`src/rtl/stepper_pkg.sv`:
```
// Shared encodings for the stepper sequencer: FSM states, drive modes and the coil table.
package stepper_pkg;

  typedef enum logic {IDLE, RUN} state_e;

  typedef enum logic [1:0] {
    MODE_FULL = 2'b00,
    MODE_HALF = 2'b01,
    MODE_WAVE = 2'b10,
    MODE_RSVD = 2'b11
  } mode_e;

  // Element i is the coil pattern for index i.
  localparam logic [7:0][3:0] COIL_TABLE = {
    4'b1000, 4'b1001, 4'b0001, 4'b0101, 4'b0100, 4'b0110, 4'b0010, 4'b1010
  };

  // The reserved encoding drives exactly like full-step.
  function automatic mode_e mode_norm(input logic [1:0] raw);
    return (raw == MODE_RSVD) ? MODE_FULL : mode_e'(raw);
  endfunction

  function automatic logic [2:0] step_delta(input mode_e mode);
    return (mode == MODE_HALF) ? 3'd1 : 3'd2;
  endfunction

  // Full-step lives on even indices, wave drive on odd ones.
  function automatic logic misaligned(input mode_e mode, input logic [2:0] idx);
    logic mis;
    mis = 1'b0;
    if (mode == MODE_FULL) mis = idx[0];
    if (mode == MODE_WAVE) mis = ~idx[0];
    return mis;
  endfunction

endpackage

```
`src/rtl/step_rate_gen.sv`:
```
// Step-rate divider: counts 0..period-1 and emits a one-cycle tick at terminal count.
module step_rate_gen #(
  parameter int unsigned DIV_W = 20
) (
  input  logic             clk,
  input  logic             reset,
  input  logic             clear,
  input  logic             load,
  input  logic             enable,
  input  logic [DIV_W-1:0] period,
  output logic             tick
);

  logic [DIV_W-1:0] period_q;
  logic [DIV_W-1:0] cnt_q;
  logic [DIV_W-1:0] period_clamped;

  assign period_clamped = (period == '0) ? DIV_W'(1) : period;
  assign tick           = enable && (cnt_q == period_q - DIV_W'(1));

  always_ff @(posedge clk or negedge reset) begin
    if (!reset) begin
      period_q <= DIV_W'(1);
      cnt_q    <= '0;
    end else begin
      if (load) period_q <= period_clamped;
      if (clear) begin
        cnt_q <= '0;
      end else if (enable) begin
        cnt_q <= tick ? '0 : cnt_q + DIV_W'(1);
      end
    end
  end

endmodule

```
`src/rtl/stepper_sequencer.sv`:
```
// Stepper-motor move sequencer with full/half/wave drive and absolute position tracking.
// Optional coil release after a long idle period is enabled by defining IDLE_RELEASE_EN.
module stepper_sequencer import stepper_pkg::*; #(
  parameter int unsigned STEP_W     = 16,
  parameter int unsigned DIV_W      = 20,
  parameter int unsigned RELEASE_CY = 1000000
) (
  input  logic                     clk,
  input  logic                     reset,
  input  logic                     cmd_valid,
  output logic                     cmd_ready,
  input  logic [STEP_W-1:0]        cmd_steps,
  input  logic                     cmd_dir,
  input  logic [1:0]               cmd_mode,
  input  logic [DIV_W-1:0]         cmd_period,
  input  logic                     abort,
  output logic                     busy,
  output logic                     done,
  output logic                     aborted,
  output logic signed [STEP_W:0]   position,
  output logic [3:0]               out
);

  state_e                 state_q, state_d;
  mode_e                  mode_q, mode_d, cmd_mode_n;
  logic                   dir_q, dir_d;
  logic [2:0]             index_q, index_d;
  logic [STEP_W-1:0]      remaining_q, remaining_d;
  logic signed [STEP_W:0] position_q, position_d;
  logic                   done_q, done_d;
  logic                   aborted_q, aborted_d;
  logic                   accept, tick, step_en, last_step, released;

  assign cmd_mode_n = mode_norm(cmd_mode);
  assign accept     = cmd_valid && (state_q == IDLE);
  assign last_step  = (remaining_q == STEP_W'(1));
  // Abort wins over a coinciding tick.
  assign step_en    = (state_q == RUN) && tick && !abort;

  step_rate_gen #(
    .DIV_W (DIV_W)
  ) u_rate (
    .clk    (clk),
    .reset  (reset),
    .clear  (accept),
    .load   (accept),
    .enable (state_q == RUN),
    .period (cmd_period),
    .tick   (tick)
  );

  // State register
  always_ff @(posedge clk or negedge reset) begin
    if (!reset) state_q <= IDLE;
    else        state_q <= state_d;
  end

  // Next state
  always_comb begin
    state_d = state_q;
    case (state_q)
      IDLE: if (accept && (cmd_steps != '0)) state_d = RUN;
      RUN: begin
        if (abort)                      state_d = IDLE;
        else if (tick && last_step)     state_d = IDLE;
      end
      default: state_d = IDLE;
    endcase
  end

  // Datapath next-state
  always_comb begin
    mode_d      = mode_q;
    dir_d       = dir_q;
    index_d     = index_q;
    remaining_d = remaining_q;
    position_d  = position_q;
    done_d      = 1'b0;
    aborted_d   = 1'b0;
    if (accept) begin
      mode_d      = cmd_mode_n;
      dir_d       = cmd_dir;
      remaining_d = cmd_steps;
      done_d      = (cmd_steps == '0);
      // Realignment onto the mode's index parity is not counted as a step.
      if (misaligned(cmd_mode_n, index_q)) begin
        index_d = cmd_dir ? index_q + 3'd1 : index_q - 3'd1;
      end
    end else if (state_q == RUN) begin
      if (abort) begin
        done_d    = 1'b1;
        aborted_d = 1'b1;
      end else if (step_en) begin
        index_d     = dir_q ? index_q + step_delta(mode_q) : index_q - step_delta(mode_q);
        position_d  = dir_q ? position_q + (STEP_W+1)'(1) : position_q - (STEP_W+1)'(1);
        remaining_d = remaining_q - STEP_W'(1);
        done_d      = last_step;
      end
    end
  end

  always_ff @(posedge clk or negedge reset) begin
    if (!reset) begin
      mode_q      <= MODE_FULL;
      dir_q       <= 1'b0;
      index_q     <= 3'd0;
      remaining_q <= '0;
      position_q  <= '0;
      done_q      <= 1'b0;
      aborted_q   <= 1'b0;
    end else begin
      mode_q      <= mode_d;
      dir_q       <= dir_d;
      index_q     <= index_d;
      remaining_q <= remaining_d;
      position_q  <= position_d;
      done_q      <= done_d;
      aborted_q   <= aborted_d;
    end
  end

`ifdef IDLE_RELEASE_EN
  localparam int unsigned RelW = $clog2(RELEASE_CY + 1);

  logic [RelW-1:0] idle_cnt_q;

  assign released = (idle_cnt_q == RelW'(RELEASE_CY));

  always_ff @(posedge clk or negedge reset) begin
    if (!reset) begin
      idle_cnt_q <= '0;
    end else if ((state_q != IDLE) || accept) begin
      idle_cnt_q <= '0;
    end else if (!released) begin
      idle_cnt_q <= idle_cnt_q + RelW'(1);
    end
  end
`else
  logic unused_release_cy;
  assign unused_release_cy = ^32'(RELEASE_CY);
  assign released          = 1'b0;
`endif

  // Outputs
  always_comb begin
    cmd_ready = (state_q == IDLE);
    busy      = (state_q == RUN);
    done      = done_q;
    aborted   = aborted_q;
    position  = position_q;
    out       = released ? 4'b0000 : COIL_TABLE[index_q];
  end

endmodule

```
`config.mk`:
```
export PLATFORM = sky130hd
export DESIGN_NAME = stepper_sequencer
export DESIGN_NICKNAME = d
export VERILOG_FILES = /design/src/rtl/stepper_pkg.sv /design/src/rtl/step_rate_gen.sv /design/src/rtl/stepper_sequencer.sv
export SDC_FILE = /design/constraint.sdc
export NUM_CORES = 1
export LEC_CHECK = 0
export CORE_MARGIN = 2
export CORE_UTILIZATION = 61
export CTS_CLUSTER_SIZE = 28
export DETAILED_ROUTE_END_ITERATION = 16
export PLACE_DENSITY = 0.94
export SKIP_LAST_GASP = 1
export SYNTH_ARGS = -nofsm -noshare
export SYNTH_HDL_FRONTEND = slang
export SYNTH_SLANG_ARGS = --single-unit
```
`constraint.sdc`:
```
create_clock -name clk -period 8.4 [get_ports clk]
set_clock_uncertainty 0.15 [all_clocks]
set_input_delay 1.68 -clock clk [delete_from_list [all_inputs] [get_ports clk]]
set_output_delay 1.68 -clock clk [all_outputs]
set_load 0.02 [all_outputs]
```
==> metrics.md <==
| Metric | Value |
|---|---|
| Status | `finished, final reports clean` |
| WP data required | `8.49 ns` |
| Gate Count Post-Synth | `619` |
| RSZ-0062 raised after global routing | `false` |
| Input/output buffers | `67` |
| Inserted Diodes | `0` |
| Die area | `0.00951 mm2` |
| CTS root buf | `clkbuf_8` |
| Nets | `742` |
| Busiest grt layer | `met2` |
| Initial Util | `62.1%` |
| Synth-to-layout area growth | `16.7%` |
| Final Power | `0.00121 W` |
| Share of the synthesized area in the top cell type | `38.0%` |
| Met2 Use GR | `47.1%` |
| Synth Flop Type | `dfrtp_1` |
| Worst-path clk slew | `0.08 ns` |
| Max Clock Freq | `233 MHz` |
| Htree depth | `3` |
| Global Route Usage Sum | `27.9%` |
| WL/cell | `16.4 um` |
| Number of library cell types mapped by synthesis | `63` |
| HP Class | `reg -> reg` |
| Core region area | `0.00859 mm2` |
| Max Cap Viol | `0` |
| Rows | `34` |
| Fin worst setup slack | `4.10 ns` |
| Synth Register Bits | `82` |
| Critical Path AT | `4.39 ns` |
| Synth area leaders | `dfrtp_1, nand2_1, o21ai_0` |
| Worst vdd ir | `157 uV` |
| Global-route wire length before repair | `22300 um` |
| Count of boundary I/O pins | `68` |
| Final setup viols | `0` |
| Post-synth EDFFs | `0` |
| Lkg Pwr | `2.66 nW` |
| Initial DRC Count | `294` |
| Cell taking the most area after synthesis | `dfrtp_1` |
| Sink Count | `82` |
| Fin area | `0.00623 mm2` |
| TritonCTS clock tree | `done` |
| Rel. slew slack | `21.3%` |
| Routed WL | `12900 um` |
| Hold buffer count at cts | `0` |
| Antenna violations before repair | `0` |
| Final worst path period share | `51.2%` |
| Syn Std Cell Area | `0.00534 mm2` |
| Most common cell after layout, fill and taps aside | `nand2_1` |
| Critical Path Fanout Max | `57` |
| Drt via density | `6.19` |
| Crit. End Element | `register` |
| Met1 usage | `37.2%` |
| Cts bufs inserted | `9` |
| Cell Pwr Density | `194 mW/mm2` |
| Syn avg cell area | `8.62 um2` |
| Synth Warn # | `0` |
| Die height | `97.5 um` |
| Via count | `4868` |
| CTS resizes | `0` |
| Largest net degree at the start of global routing | `83` |
| Number of global-route vias before repair | `4862` |
| Die X | `97.5 um` |
| Detailed Routing Iterations Pass 1 | `6` |
| Pre-CTS worst setup slack | `4.14 ns` |
| Post-DP HPWL | `9290 um` |
| CP Launch Type | `register` |
| Max Slew Vio Count | `0` |
| GR Overflow Total | `0` |
| Final Hold Fails | `0` |
| Clock buffer depth | `2` |
| Share of cells above drive strength 1 | `6.19%` |
| Final core utilization | `72.5%` |
| Fin crit period | `4.30 ns` |
| Drc violations | `0` |
| Post-Synthesis Net Count | `686` |
| Post-synth ARST share | `100%` |
| Placed cell area | `0.00604 mm2` |
| Most frequent cells in the layout | `nand2_1, dfrtp_1, clkdlybuf4s50_1, o21ai_0, nor2_1` |
| TNS Setup | `0 ns` |
| Sequential area share after synthesis | `38.5%` |
| Filler Cells Inserted | `606` |
| Global placement routability congestion | `0.845` |
| CP Class | `reg -> reg` |
| Actual slew at the worst max-slew pin | `1.18 ns` |
| Clock latency on the worst-skew pair | `0.36 ns` |
| Detail Route Antenna Nets | `0` |
| Grt met3 use | `4.60%` |
| Post-CTS setup buffers | `0` |
[power by group]
part | total [W] | switching, W | internal [W]
sequential | 0.000539 | 0.0000900 | 0.000449
combinational | 0.000379 | 0.000202 | 0.000177
clock | 0.000291 | 0.000154 | 0.000137
total | 0.00121 | 0.000446 | 0.000762
[final timing paths]
kind	end	cells after the start	slack, ns	from
worst min register to register	position[16]$_DFFE_PN0P_	1	0.35	position[16]$_DFFE_PN0P_
worst max register to register	index_q[1]$_DFFE_PN0P_	10	4.10	u_rate.period_q[1]$_DFFE_PN0P_
min in group asynchronous	u_rate.cnt_q[16]$_DFFE_PN0P_	1	1.34	reset
max in group asynchronous	index_q[2]$_DFFE_PN0P_	1	6.08	reset
worst max-delay path	index_q[1]$_DFFE_PN0P_	10	4.10	u_rate.period_q[1]$_DFFE_PN0P_
worst min-delay path	position[16]$_DFFE_PN0P_	1	0.35	position[16]$_DFFE_PN0P_
[per-stage QoR]
| step | std cells | hold slack, ns |
|---|---|---|
| 2_1_floorplan | 619 | 0.313 |
| 3_3_place_gp | 772 | 0.309 |
| 3_5_place_dp | 772 | 0.333 |
| 4_1_cts | 787 | 0.351 |
| 5_1_grt | 787 | 0.372 |
| 6_report | 787 | 0.349 |
[worst max-delay path, cell delays in order (launching register included)]
cell	delay [ns]
dfrtp_1	0.42
inv_1	0.08
ha_1	0.21
or4b_1	0.57
nor4_2	0.47
mux2i_1	0.25
mux2i_1	0.10
a21oi_1	0.28
or3_2	0.82
a21boi_0	0.43
mux2_2	0.38
[flip-flops by register name, summed over array words and instances (netlist names)]
name / count
aborted: 1
busy: 1
position: 17
index_q: 3
u_rate.cnt_q: 20
u_rate.period_q: 20
remaining_q: 16
dir_q: 1
done: 1
mode_q: 2
[kinds of logic (layout without fill, tap and decap cells)]
| family | count (synthesis) | after routing | synth area share, % |
|---|---|---|---|
| simple gates | 276 | 276 | 26.4 |
| compound gates | 141 | 141 | 16.3 |
| flops | 82 | 82 | 38.5 |
| xor+xnor | 45 | 45 | 7.38 |
| buf+inv | 42 | 102 | 3.66 |
| fa+ha+maj | 24 | 24 | 5.91 |
| mux | 9 | 9 | 1.83 |
[synth_stat cells, drive strengths merged, types with 5 or more instances]
cell type and count:
or4 7, inv 17, dfrtp 81, xor2 17, ha 22, nor2b 6, o21ai 67, nor4 23
and3 12, nor2 46, nand2b 16, a21oi 18, mux2 6, or3 7, a31oi 7, buf 11
nand4 5, o31ai 8, clkbuf 14, nand2 108, xnor2 28, nor3 19, nand3 11
[cell type report]
class                           count  area, um2  area share [%]
Multi-Input combinational cell    495       3100            49.7
Inverter                           17       63.8            1.02
Clock buffer                        9        124            1.99
Timing Repair Buffer               70        691            11.1
Sequential cell                    82       2050            33.0
Clock inverter                      6       67.6            1.08
Tap cell                          108        135            2.17
[per-layer routing]
layer,up-vias,routed length (um)
li1,2318,-
met1,2334,5440
met2,190,6460
met3,26,733
met4,0,254
met5,-,0
Power figures use the tool's default switching activity.
